===== config.mk =====
export PLATFORM = sky130hd
export DESIGN_NAME = enemy_scheduler
export DESIGN_NICKNAME = d
export VERILOG_FILES = /design/src/rtl/game_pkg.sv /design/src/rtl/spawn_interval.sv /design/src/rtl/enemy_scheduler.sv
export SDC_FILE = /design/constraint.sdc
export NUM_CORES = 1
export LEC_CHECK = 0
export CAP_MARGIN = 20
export CORE_ASPECT_RATIO = 2
export CORE_MARGIN = 5
export CORE_UTILIZATION = 45
export DETAILED_ROUTE_END_ITERATION = 12
export PLACE_DENSITY = 0.7
export SYNTH_ARGS = -nofsm -noshare
export SYNTH_HDL_FRONTEND = slang
export SYNTH_HIERARCHICAL = 1
export SYNTH_SLANG_ARGS = --single-unit

===== constraint.sdc =====
create_clock -name clk -period 4.85 [get_ports clk]
set_input_delay 0.97 -clock clk [delete_from_list [all_inputs] [get_ports clk]]
set_output_delay 0.97 -clock clk [all_outputs]
set_load 0.1 [all_outputs]

===== src/rtl/game_pkg.sv =====
// Shared game definitions: scene encodings, screen limits, enemy slot record,
// scheduler state encoding and spawn timing constants.
package game_pkg;

    localparam int N_SLOTS       = 4;
    localparam int SLOT_W        = 2;
    localparam int SCREEN_W      = 640;
    localparam int SCREEN_H      = 480;
    localparam int BASE_INTERVAL = 60;
    localparam int INTERVAL_STEP = 3;
    localparam int MIN_INTERVAL  = 12;

    localparam logic [1:0] SCENE_START = 2'd0;
    localparam logic [1:0] SCENE_PLAY  = 2'd1;
    localparam logic [1:0] SCENE_LOST  = 2'd2;

    typedef struct packed {
        logic       active;
        logic [9:0] x;
        logic [9:0] y;
    } enemy_t;

    typedef enum logic [1:0] {
        ST_ARM   = 2'd0,
        ST_WAIT  = 2'd1,
        ST_MOVE  = 2'd2,
        ST_SPAWN = 2'd3
    } sched_state_t;

    // Enemies fall faster every four levels: 1 px/tick at level 1..3, up to 8.
    function automatic logic [3:0] enemy_speed(input logic [4:0] level);
        return 4'd1 + {1'b0, level[4:2]};
    endfunction

endpackage


===== src/rtl/spawn_interval.sv =====
// Level-dependent spawn interval with a reloadable down-counter. One step per
// frame pass; expire flags the pass on which the counter runs out and reloads.
module spawn_interval
    import game_pkg::*;
(
    input  logic       clk,
    input  logic       rst,
    input  logic [4:0] level,
    input  logic       clear,
    input  logic       step,
    output logic       expire
);

    logic [7:0] count_q;
    logic [7:0] level_m1;
    logic [7:0] reduction;
    logic [7:0] raw;
    logic [7:0] interval;

    always_comb begin
        level_m1  = (level == 5'd0) ? 8'd0 : {3'd0, level} - 8'd1;
        reduction = 8'(INTERVAL_STEP) * level_m1;
        raw       = 8'(BASE_INTERVAL) - reduction;
        // A reduction larger than the base would wrap, so it clamps like a short interval.
        if (reduction > 8'(BASE_INTERVAL) || raw < 8'(MIN_INTERVAL)) begin
            interval = 8'(MIN_INTERVAL);
        end else begin
            interval = raw;
        end
    end

    // A counter of 0 (fresh game) counts as already expired.
    assign expire = step && (count_q <= 8'd1);

    always_ff @(posedge clk) begin
        if (rst || clear) begin
            count_q <= 8'd0;
        end else if (expire) begin
            count_q <= interval;
        end else if (step) begin
            count_q <= count_q - 8'd1;
        end
    end

endmodule


===== src/rtl/enemy_scheduler.sv =====
// Enemy slot table: spawns enemies at a level-dependent interval, moves one slot
// per cycle after each frame tick, and reports enemies leaving the bottom edge.
module enemy_scheduler
    import game_pkg::*;
(
    input  logic                    clk,
    input  logic                    rst,
    input  logic [1:0]              scene,
    input  logic [4:0]              level,
    input  logic                    tick,
    input  logic [7:0]              rand_val,
    input  logic                    kill_valid,
    input  logic [SLOT_W-1:0]       kill_slot,
    output logic                    spawned,
    output logic                    avoided,
    output logic [N_SLOTS-1:0]      enemy_active,
    output logic [10*N_SLOTS-1:0]   enemy_x,
    output logic [10*N_SLOTS-1:0]   enemy_y,
    output logic [1:0]              dbg_state
);

    // Handshake: tick and kill_valid are single-cycle strobes with no ready;
    // avoided is a single-cycle strobe, one per enemy crossing SCREEN_H.

    sched_state_t        state_q, state_d;
    logic [SLOT_W-1:0]   idx_q, idx_d;
    logic [1:0]          scene_q;
    enemy_t              slot_q [N_SLOTS];
    enemy_t              slot_d [N_SLOTS];
    logic                avoided_d;
    logic                spawned_d;

    logic                cnt_clear;
    logic                cnt_step;
    logic                cnt_expire;
    logic                do_spawn;
    logic [SLOT_W-1:0]   spawn_idx;
    logic                any_active;
    logic                any_active_d;
    logic                free_found;
    logic [SLOT_W-1:0]   free_idx;
    logic [3:0]          speed;
    logic [10:0]         move_y;

    spawn_interval u_interval (
        .clk    (clk),
        .rst    (rst),
        .level  (level),
        .clear  (cnt_clear),
        .step   (cnt_step),
        .expire (cnt_expire)
    );

    assign speed     = enemy_speed(level);
    assign dbg_state = state_q;

    always_comb begin
        any_active = 1'b0;
        free_found = 1'b0;
        free_idx   = '0;
        for (int i = N_SLOTS - 1; i >= 0; i--) begin
            any_active = any_active | slot_q[i].active;
            if (!slot_q[i].active) begin
                free_found = 1'b1;
                free_idx   = SLOT_W'(i);
            end
        end
    end

    always_comb begin
        slot_d    = slot_q;
        state_d   = state_q;
        idx_d     = idx_q;
        avoided_d = 1'b0;
        cnt_clear = 1'b0;
        cnt_step  = 1'b0;
        do_spawn  = 1'b0;
        spawn_idx = '0;
        move_y    = {1'b0, slot_q[idx_q].y} + {7'd0, speed};

        case (state_q)
            ST_ARM: begin
                for (int i = 0; i < N_SLOTS; i++) begin
                    slot_d[i] = '0;
                end
                cnt_clear = 1'b1;
                state_d   = ST_WAIT;
            end
            ST_WAIT: begin
                if (tick) begin
                    state_d = ST_MOVE;
                    idx_d   = '0;
                end
            end
            ST_MOVE: begin
                if (scene == SCENE_PLAY && slot_q[idx_q].active) begin
                    if (move_y >= 11'(SCREEN_H)) begin
                        slot_d[idx_q].active = 1'b0;
                        avoided_d            = 1'b1;
                    end else begin
                        slot_d[idx_q].y = move_y[9:0];
                    end
                end
                if (idx_q == SLOT_W'(N_SLOTS - 1)) begin
                    state_d = ST_SPAWN;
                end else begin
                    idx_d = idx_q + 1'b1;
                end
            end
            ST_SPAWN: begin
                state_d = ST_WAIT;
                if (scene == SCENE_START && !any_active) begin
                    do_spawn  = 1'b1;
                    spawn_idx = '0;
                end else if (scene == SCENE_PLAY) begin
                    cnt_step = 1'b1;
                    // A full table on expiry drops this spawn; the counter still reloads.
                    if (cnt_expire && free_found) begin
                        do_spawn  = 1'b1;
                        spawn_idx = free_idx;
                    end
                end
            end
            default: state_d = ST_ARM;
        endcase

        // Kill beats a bottom-edge exit on the same slot, but loses to a spawn.
        if (kill_valid && !(do_spawn && spawn_idx == kill_slot)) begin
            slot_d[kill_slot].active = 1'b0;
            if (state_q == ST_MOVE && idx_q == kill_slot) begin
                avoided_d = 1'b0;
            end
        end

        if (do_spawn) begin
            slot_d[spawn_idx].active = 1'b1;
            slot_d[spawn_idx].x      = {1'b0, rand_val, 1'b0};
            slot_d[spawn_idx].y      = '0;
        end

        if (scene == SCENE_START && (scene_q == SCENE_PLAY || scene_q == SCENE_LOST)) begin
            state_d = ST_ARM;
        end
    end

    always_comb begin
        any_active_d = 1'b0;
        for (int i = 0; i < N_SLOTS; i++) begin
            any_active_d = any_active_d | slot_d[i].active;
        end
        spawned_d = (scene == SCENE_START) && any_active_d;
    end

    always_ff @(posedge clk) begin
        if (rst) begin
            state_q <= ST_ARM;
            idx_q   <= '0;
            scene_q <= SCENE_START;
            avoided <= 1'b0;
            spawned <= 1'b0;
            for (int i = 0; i < N_SLOTS; i++) begin
                slot_q[i] <= '0;
            end
        end else begin
            state_q <= state_d;
            idx_q   <= idx_d;
            scene_q <= scene;
            avoided <= avoided_d;
            spawned <= spawned_d;
            for (int i = 0; i < N_SLOTS; i++) begin
                slot_q[i] <= slot_d[i];
            end
        end
    end

    always_comb begin
        for (int i = 0; i < N_SLOTS; i++) begin
            enemy_active[i]      = slot_q[i].active;
            enemy_x[10*i +: 10]  = slot_q[i].x;
            enemy_y[10*i +: 10]  = slot_q[i].y;
        end
    end

endmodule


[Word level (Yosys, flattened, before mapping)]
Index checks and enable logic that the tools add are counted.
Operators by class
  multipliers: 1
  order comparisons: 10
  $add $sub $neg: 6
  mux-type cells: 61
  reduce and logical (&&, ||, !) cells: 26
  div/mod/pow operators: 0
  equality and inequality tests: 12
  bitwise logic cells: 9
  shifts and indexed selects: 0
Operators with widths (number)
  bitwise mux 84 bit: 6
  2-to-1 mux 84 bit: 4
  demux 21 bit (select 2 bit): 6
  case mux 84 bit (2 select lines): 1
  2-to-1 mux 21 bit: 5
  binary-select mux 21 bit (select 2 bit): 1
  2-to-1 mux 8 bit: 4
  2-to-1 mux 2 bit: 12
  2-to-1 mux 10 bit: 2
  2-to-1 mux 20 bit: 1
  2-to-1 mux 1 bit: 17
  logical AND 1 bit: 12
  adder 10 x 4 -> 11 bit: 1
  greater-or-equal comparator 11 x 9 -> 1 bit (second input constant): 1
  greater-or-equal comparator 3 bit (second input constant): 3
  < comparator 3 x 1 -> 1 bit (second input constant): 3
  inverter 2 -> 3 bit: 3
  == test 2 bit (second input constant): 4
  greater-than comparator 8 x 6 -> 1 bit (second input constant): 1
  less-or-equal comparator 8 x 1 -> 1 bit (second input constant): 1
  < comparator 8 x 4 -> 1 bit (second input constant): 1
  multiplier 2 x 8 -> 8 bit (first input constant): 1
  subtractor 6 x 8 -> 8 bit (first input constant): 1
  subtractor 8 x 1 -> 8 bit (second input constant): 1
  other kinds (17): 33
Word-level totals
  word-level logic and storage cells: 143
  memory bits (read-only): 0
  latch bits: 0
  register bits: 100
  RAM bits: 0
  input bits: 21
  memories kept: 0
  output and inout port bits: 88

[Depth between registers and ports, before layout]
  depth after elaboration: 26
  depth in mapped cells: 14
  depth with buffers taken out: 14

[Cells and area by module]
The synthesis kept the hierarchy.
Modules (own cells, without submodules)
  enemy_scheduler: cells an instance 428, instances 1, area each 4291.6 um^2, seq. area each 1841.8 um^2
  spawn_interval: cells an instance 144, instances 1, area each 1089.8 um^2, seq. area each 160.2 um^2

[Least setup slack after synthesis]
Ideal clock, no wire load.
  path kind: register to register
  start: register state_q[1], in the netlist dbg_state[1]
  end: register slot_q, in the netlist enemy_y[0]
  cell stages (with the launch flop): 13
  arrival time: 3788 ps
  library setup time: 72 ps
  path buffers: 1
  setup slack: 990 ps
  period minus slack after synthesis: 3860 ps
  data required time: 4778 ps
  cell sequence: dfxtp_1 > ha_1 > and3b_1 > or4b_4 > nor3_4 > nand3b_1 > nor2_1 > nand3_1 > and3_1 > clkbuf_1 > nor3b_1 > nand4_2 > o2bb2ai_1
On the way
  cells in the longest elaborated chain, start to end: 17
  elaborated cells between the ends (all ways): 33
  classes of those cells: 2 x order compare; 3 x eq/ne; 20 x mux; 1 x bitwise; 7 x reduce/logical
RTL lines
  start: declaration: line enemy_scheduler.sv:25  | sched_state_t state_q, state_d;
  start signal: assignment: line enemy_scheduler.sv:165  | state_q <= state_d;
  == test 2 bit (*): line enemy_scheduler.sv:81  | case (state_q)
  2-to-1 mux 1 bit (*): line enemy_scheduler.sv:81
  named net cnt_step: line enemy_scheduler.sv:34  | logic cnt_step;
  logical AND 1 bit (*): line spawn_interval.sv:33  | assign expire = step && (count_q <= 8'd1);
  named net cnt_expire: line enemy_scheduler.sv:35  | logic cnt_expire;
  logical AND 1 bit (*): line enemy_scheduler.sv:118  | if (cnt_expire && free_found) begin
  branches (longest 12 deep; another with greater-or-equal comparator 3 bit)
  2-to-1 mux 84 bit (*): line enemy_scheduler.sv:135  | if (do_spawn) begin
  end signal: indexed assignment: line enemy_scheduler.sv:171  | slot_q[i] <= slot_d[i];
  end: declaration: line enemy_scheduler.sv:28  | enemy_t slot_q [N_SLOTS];
Mark *: on every way through the listed nets, which the timed path passes.
A chain may end at the register's enable or synchronous reset.

[Worst setup path in the final report]
  start: input port level[0]
  end: register u_interval.count_q[1]
On the way
  cells in the longest elaborated chain, start to end: 8
  elaborated cells between the ends (all ways): 10
  classes of those cells: 2 x add/sub; 1 x mul; 2 x order compare; 3 x mux; 2 x reduce/logical
RTL lines
  start: declaration: line enemy_scheduler.sv:9  | input logic [4:0] level,
  subtractor 5 x 1 -> 6 bit / logical NOT 5 bit (equally long branches): line spawn_interval.sv:21  | level_m1 = (level == 5'd0) ? 8'd0 : {3'd0, level} - 8'd1;
  2-to-1 mux 8 bit (*): line spawn_interval.sv:21
  multiplier 2 x 8 -> 8 bit (*): line spawn_interval.sv:22  | reduction = 8'(INTERVAL_STEP) * level_m1;
  subtractor 6 x 8 -> 8 bit: line spawn_interval.sv:23  | raw = 8'(BASE_INTERVAL) - reduction;
  < comparator 8 x 4 -> 1 bit: line spawn_interval.sv:25  | if (reduction > 8'(BASE_INTERVAL) || raw < 8'(MIN_INTERVAL)) begin
  logical OR 1 bit: line spawn_interval.sv:25
  2-to-1 mux 8 bit (*): line spawn_interval.sv:25
  2-to-1 mux 8 bit (*): line spawn_interval.sv:38  | end else if (expire) begin
  end signal: assignment: line spawn_interval.sv:39  | count_q <= interval;
  end signal: assignment: line spawn_interval.sv:41  | count_q <= count_q - 8'd1;
  end: declaration: line spawn_interval.sv:14  | logic [7:0] count_q;
Every way passes the cells marked *; elsewhere a longest branch is shown, timed or not.

==> report_table.html <==
<table>
<tr><th>Metric</th><th>Value</th></tr>
<tr><th colspan="2">Run status</th></tr>
<tr><td>Result of the run</td><td>finished clean</td></tr>
<tr><th colspan="2">Worst hold path</th></tr>
<tr><td>Path class of the lowest-slack min-delay path</td><td>reg -&gt; reg</td></tr>
<tr><th colspan="2">CTS</th></tr>
<tr><td>Clock root cell</td><td>sky130_fd_sc_hd__clkbuf_16</td></tr>
<tr><td>CTS tree</td><td>built</td></tr>
<tr><td>Number of buffers created by CTS</td><td>9</td></tr>
<tr><td>Clock-pin transition on the worst setup and hold timing paths</td><td>70 ps</td></tr>
<tr><td>Setup fix buffers added after clock tree synthesis</td><td>0</td></tr>
<tr><td>Post-CTS Hold Fix Bufs</td><td>0</td></tr>
<tr><td>Maximum level of the CTS H-tree</td><td>3</td></tr>
<tr><td>Latest clock arrival within the worst-skew pair</td><td>350 ps</td></tr>
<tr><td>CTS sink count</td><td>100</td></tr>
<tr><td>Number of buffers between clock root and the deepest sink</td><td>2</td></tr>
<tr><td>Quantity of gates resized following cts</td><td>0</td></tr>
<tr><th colspan="2">Synth</th></tr>
<tr><td>Yosys cell types</td><td>69</td></tr>
<tr><td>Synthesized area per cell</td><td>9.41 sq um</td></tr>
<tr><td>Post-synthesis cell count</td><td>572</td></tr>
<tr><td>Synthesized netlist net count</td><td>617</td></tr>
<tr><td>Seq/Total Area, Yosys</td><td>37.2%</td></tr>
<tr><td>EDFF count, synth</td><td>0</td></tr>
<tr><td>Syn. warnings</td><td>6</td></tr>
<tr><td>Synth async-reset ratio</td><td>0%</td></tr>
<tr><td>Primary FF master, synth</td><td>sky130_fd_sc_hd__dfxtp_1</td></tr>
<tr><td>Post-synth design cell area</td><td>0.00538 sq mm</td></tr>
<tr><td>Register bit total from synthesis</td><td>100</td></tr>
<tr><th colspan="2">STA</th></tr>
<tr><td>Relative max-transition margin</td><td>32.8%</td></tr>
<tr><td>Final setup margin</td><td>521 ps</td></tr>
<tr><td>Final Hold Viols</td><td>0</td></tr>
<tr><td>Post-route fraction of the period consumed by the critical path</td><td>89.3%</td></tr>
<tr><td>Worst slew pin tran</td><td>1010 ps</td></tr>
<tr><td>Pins Over Slew Limit</td><td>0</td></tr>
<tr><td>Worst clock skew</td><td>10.0 ps</td></tr>
<tr><td>Total negative slack</td><td>0 ps</td></tr>
<tr><td>Maximum clock frequency</td><td>0.231 GHz</td></tr>
<tr><td>Unrepaired setup endpoints after global routing</td><td>false</td></tr>
<tr><td>Final setup viols</td><td>0</td></tr>
<tr><td>Min cycle time layout</td><td>4330 ps</td></tr>
<tr><th colspan="2">Floorplan</th></tr>
<tr><td>Number of standard-cell rows in the floorplan</td><td>56</td></tr>
<tr><td>Chip width</td><td>87.3 microns</td></tr>
<tr><td>Initial core utilization</td><td>46.0%</td></tr>
<tr><td>Die extent in y</td><td>165 microns</td></tr>
<tr><td># IOs</td><td>109</td></tr>
<tr><td>Die Footprint</td><td>0.0144 sq mm</td></tr>
<tr><td>Area of the core</td><td>0.0117 sq mm</td></tr>
<tr><th colspan="2">Worst setup path</th></tr>
<tr><td>Required time at the endpoint of the critical path</td><td>5080 ps</td></tr>
<tr><td>Sort of element at the start of the critical path</td><td>input pin</td></tr>
<tr><td>Kind of capture point of the worst setup path</td><td>flop</td></tr>
<tr><td>Critical Setup Path Class</td><td>in -&gt; reg</td></tr>
<tr><td>Arr. time, crit path</td><td>4560 ps</td></tr>
<tr><td>Biggest fanout along the worst timing path</td><td>5</td></tr>
<tr><th colspan="2">Final layout</th></tr>
<tr><td>Proportion of layout cells with a drive suffix above 1</td><td>10.5%</td></tr>
<tr><td>Fin area</td><td>0.00692 sq mm</td></tr>
<tr><td>Relative area change from synthesis to final layout</td><td>28.6%</td></tr>
<tr><td>Count of fill cells added during filler insertion</td><td>1011</td></tr>
<tr><td>Most frequent standard cell in the layout excluding fill and tap cells</td><td>sky130_fd_sc_hd__clkdlybuf4s50_1</td></tr>
<tr><td>Number of diodes</td><td>0</td></tr>
<tr><td>Number of nets in the layout</td><td>726</td></tr>
<tr><td>Commonest non-fill, non-tap cells in the layout</td><td>sky130_fd_sc_hd__clkdlybuf4s50_1, sky130_fd_sc_hd__dfxtp_1, sky130_fd_sc_hd__a21oi_1, sky130_fd_sc_hd__nand2_1, sky130_fd_sc_hd__nand3_1</td></tr>
<tr><th colspan="2">Route</th></tr>
<tr><td>Number of DRC markers after the initial detailed-route iteration</td><td>236</td></tr>
<tr><td>Vias per cell</td><td>5.76</td></tr>
<tr><td>Detailed-router iteration count before antenna repair</td><td>4</td></tr>
<tr><td>DRC violation count after routing</td><td>0</td></tr>
<tr><td>Per-cell routed wire length</td><td>18.6 microns</td></tr>
<tr><td>Final ANT Viol Nets</td><td>0</td></tr>
<tr><td>Post-Route WL</td><td>15400 microns</td></tr>
<tr><td>Vias after detailed routing</td><td>4789</td></tr>
<tr><th colspan="2">Global route</th></tr>
<tr><td>GRT Total Usage</td><td>22.1%</td></tr>
<tr><td>Global-route wire length before repair</td><td>24800 microns</td></tr>
<tr><td>Grt total ovfl</td><td>0</td></tr>
<tr><td>Vias in the first global route</td><td>5054</td></tr>
<tr><td>Maximum number of pins on one net before global-route repair</td><td>50</td></tr>
<tr><td>Number of antenna violations at the first check in global routing</td><td>0</td></tr>
<tr><th colspan="2">Place</th></tr>
<tr><td>Final Wtd Congestion</td><td>0.929</td></tr>
<tr><td>Number of input and output port buffers inserted</td><td>108</td></tr>
<tr><td>Detailed Place HPWL</td><td>11800 microns</td></tr>
<tr><td>Pre-CTS setup slack</td><td>139 ps</td></tr>
<tr><td>Cell Area, Placed</td><td>0.00663 sq mm</td></tr>
<tr><th colspan="2">Power</th></tr>
<tr><td>Worst vdd ir</td><td>0.213 mV</td></tr>
<tr><td>Leakage power</td><td>2.44 nW</td></tr>
<tr><td>Ratio of total power to cell area</td><td>289 mW/mm^2</td></tr>
<tr><th colspan="2">Run</th></tr>
<tr><td>Number of maximum-capacitance constraint violations</td><td>0</td></tr>
</table>
-- where the power goes --
| part | internal, mW | switching [mW] | leakage (nW) |
|---|---|---|---|
| sequential | 0.830 | 0.0168 | 0.806 |
| clock | 0.362 | 0.351 | 0.143 |
| combinational | 0.146 | 0.294 | 1.49 |
| total | 1.34 | 0.662 | 2.44 |
-- synthesized netlist by cell type, types with 3 or more instances --
master | count | share of area, %
sky130_fd_sc_hd__dfxtp_1 | 100 | 37
sky130_fd_sc_hd__a21oi_1 | 57 | 5.3
sky130_fd_sc_hd__nand2_1 | 56 | 3.9
sky130_fd_sc_hd__nand3_1 | 40 | 3.7
sky130_fd_sc_hd__o2bb2ai_1 | 36 | 5.9
sky130_fd_sc_hd__nor2_1 | 31 | 2.2
sky130_fd_sc_hd__inv_1 | 28 | 2.0
sky130_fd_sc_hd__ha_1 | 22 | 5.1
sky130_fd_sc_hd__clkbuf_1 | 14 | 0.98
sky130_fd_sc_hd__o21ai_0 | 14 | 1.3
sky130_fd_sc_hd__and3_1 | 13 | 1.5
sky130_fd_sc_hd__mux4_2 | 11 | 4.6
sky130_fd_sc_hd__xnor2_1 | 10 | 1.6
sky130_fd_sc_hd__nor2b_1 | 9 | 1.0
sky130_fd_sc_hd__and2_1 | 8 | 0.93
sky130_fd_sc_hd__o2111ai_1 | 7 | 1.1
sky130_fd_sc_hd__or3_1 | 7 | 0.81
sky130_fd_sc_hd__nor3b_1 | 6 | 0.84
sky130_fd_sc_hd__nor3_1 | 5 | 0.46
sky130_fd_sc_hd__o211ai_1 | 5 | 0.70
sky130_fd_sc_hd__xor2_1 | 5 | 0.81
sky130_fd_sc_hd__a21o_1 | 4 | 0.56
sky130_fd_sc_hd__a41oi_4 | 4 | 2.0
sky130_fd_sc_hd__buf_1 | 4 | 0.28
sky130_fd_sc_hd__nand4_2 | 4 | 0.93
sky130_fd_sc_hd__nor4_1 | 4 | 0.46
sky130_fd_sc_hd__or2_2 | 4 | 0.46
sky130_fd_sc_hd__a31oi_1 | 3 | 0.35
sky130_fd_sc_hd__mux2_2 | 3 | 0.63
sky130_fd_sc_hd__nand2b_1 | 3 | 0.35
sky130_fd_sc_hd__o21a_1 | 3 | 0.42
sky130_fd_sc_hd__o311ai_0 | 3 | 0.49
-- cell type report --
cell class	count	area [sq um]	share of cell area [%]
clock buffers	9	225	3.25
clock inverters	7	68.8	0.995
inverters	28	105	1.52
multi-input cells	422	3170	45.8
flip-flops and latches	100	2000	28.9
well taps	145	181	2.62
repair buffers	120	1170	16.9
-- final timing paths --
kind | to | slack [ps] | startpoint | cells after the start
worst min register to register | enemy_x[37] | 470 | enemy_x[37] | 2
worst max-delay path | u_interval/count_q[1] | 520 | level[0] | 15
worst min-delay path | enemy_x[37] | 470 | enemy_x[37] | 2
worst max register to register | enemy_y[29] | 1240 | idx_q[0] | 9
-- stage by stage --
stage / instances / total power, mW / utilization (%) / hold WS [ps]
6_report: 831 / 2.00 / 59.1 / 469
5_1_grt: 831 / 2.09 / 59.1 / 495
4_1_cts: 831 / 2.01 / 59.1 / 468
3_5_place_dp: 815 / 1.31 / 56.6 / 458
3_3_place_gp: 815 / 1.30 / 56.6 / 453
2_1_floorplan: 572 / 1.19 / - / 453
-- flip-flops by register name, indices dropped and copies added, names as in the netlist --
register and count:
enemy_x 40, enemy_y 40, u_interval/count_q 8, enemy_active 4, dbg_state 2, idx_q 2
scene_q 2, avoided 1, spawned 1
-- layer usage --
layer  wire (microns)  up-vias  share of wire, %  GRT usage, %
met5                0        -                 0             0
met3              872       39               5.6          5.34
met4              601        0               3.9          11.8
li1                 -     2326                 -             -
met1             5570     2290                36          22.3
met2             8390      134                54          40.5
-- logic make-up (layout without fill, tap and decap cells) --
group,Yosys count,in the layout,share of synthesized area [%]
simple gates,205,205,20.7
compound gates,161,161,23.6
flops,100,100,37.2
xor+xnor,17,17,3.26
buf+inv,50,164,3.98
mux,15,15,5.42
fa+ha+maj,24,24,5.86
-- critical path, stage by stage --
cell,delay [ps]
sky130_fd_sc_hd__clkdlybuf4s50_1,560
sky130_fd_sc_hd__inv_1,100
sky130_fd_sc_hd__ha_1,240
sky130_fd_sc_hd__nor4b_2,190
sky130_fd_sc_hd__or2_2,330
sky130_fd_sc_hd__inv_1,110
sky130_fd_sc_hd__ha_1,180
sky130_fd_sc_hd__inv_1,70
sky130_fd_sc_hd__fa_1,480
sky130_fd_sc_hd__and3b_1,300
sky130_fd_sc_hd__nor3_1,80
sky130_fd_sc_hd__nor4_1,500
sky130_fd_sc_hd__nand4b_1,230
sky130_fd_sc_hd__o2111ai_1,120
sky130_fd_sc_hd__a21oi_1,80
No activity file was read; power rests on OpenSTA's default activity.
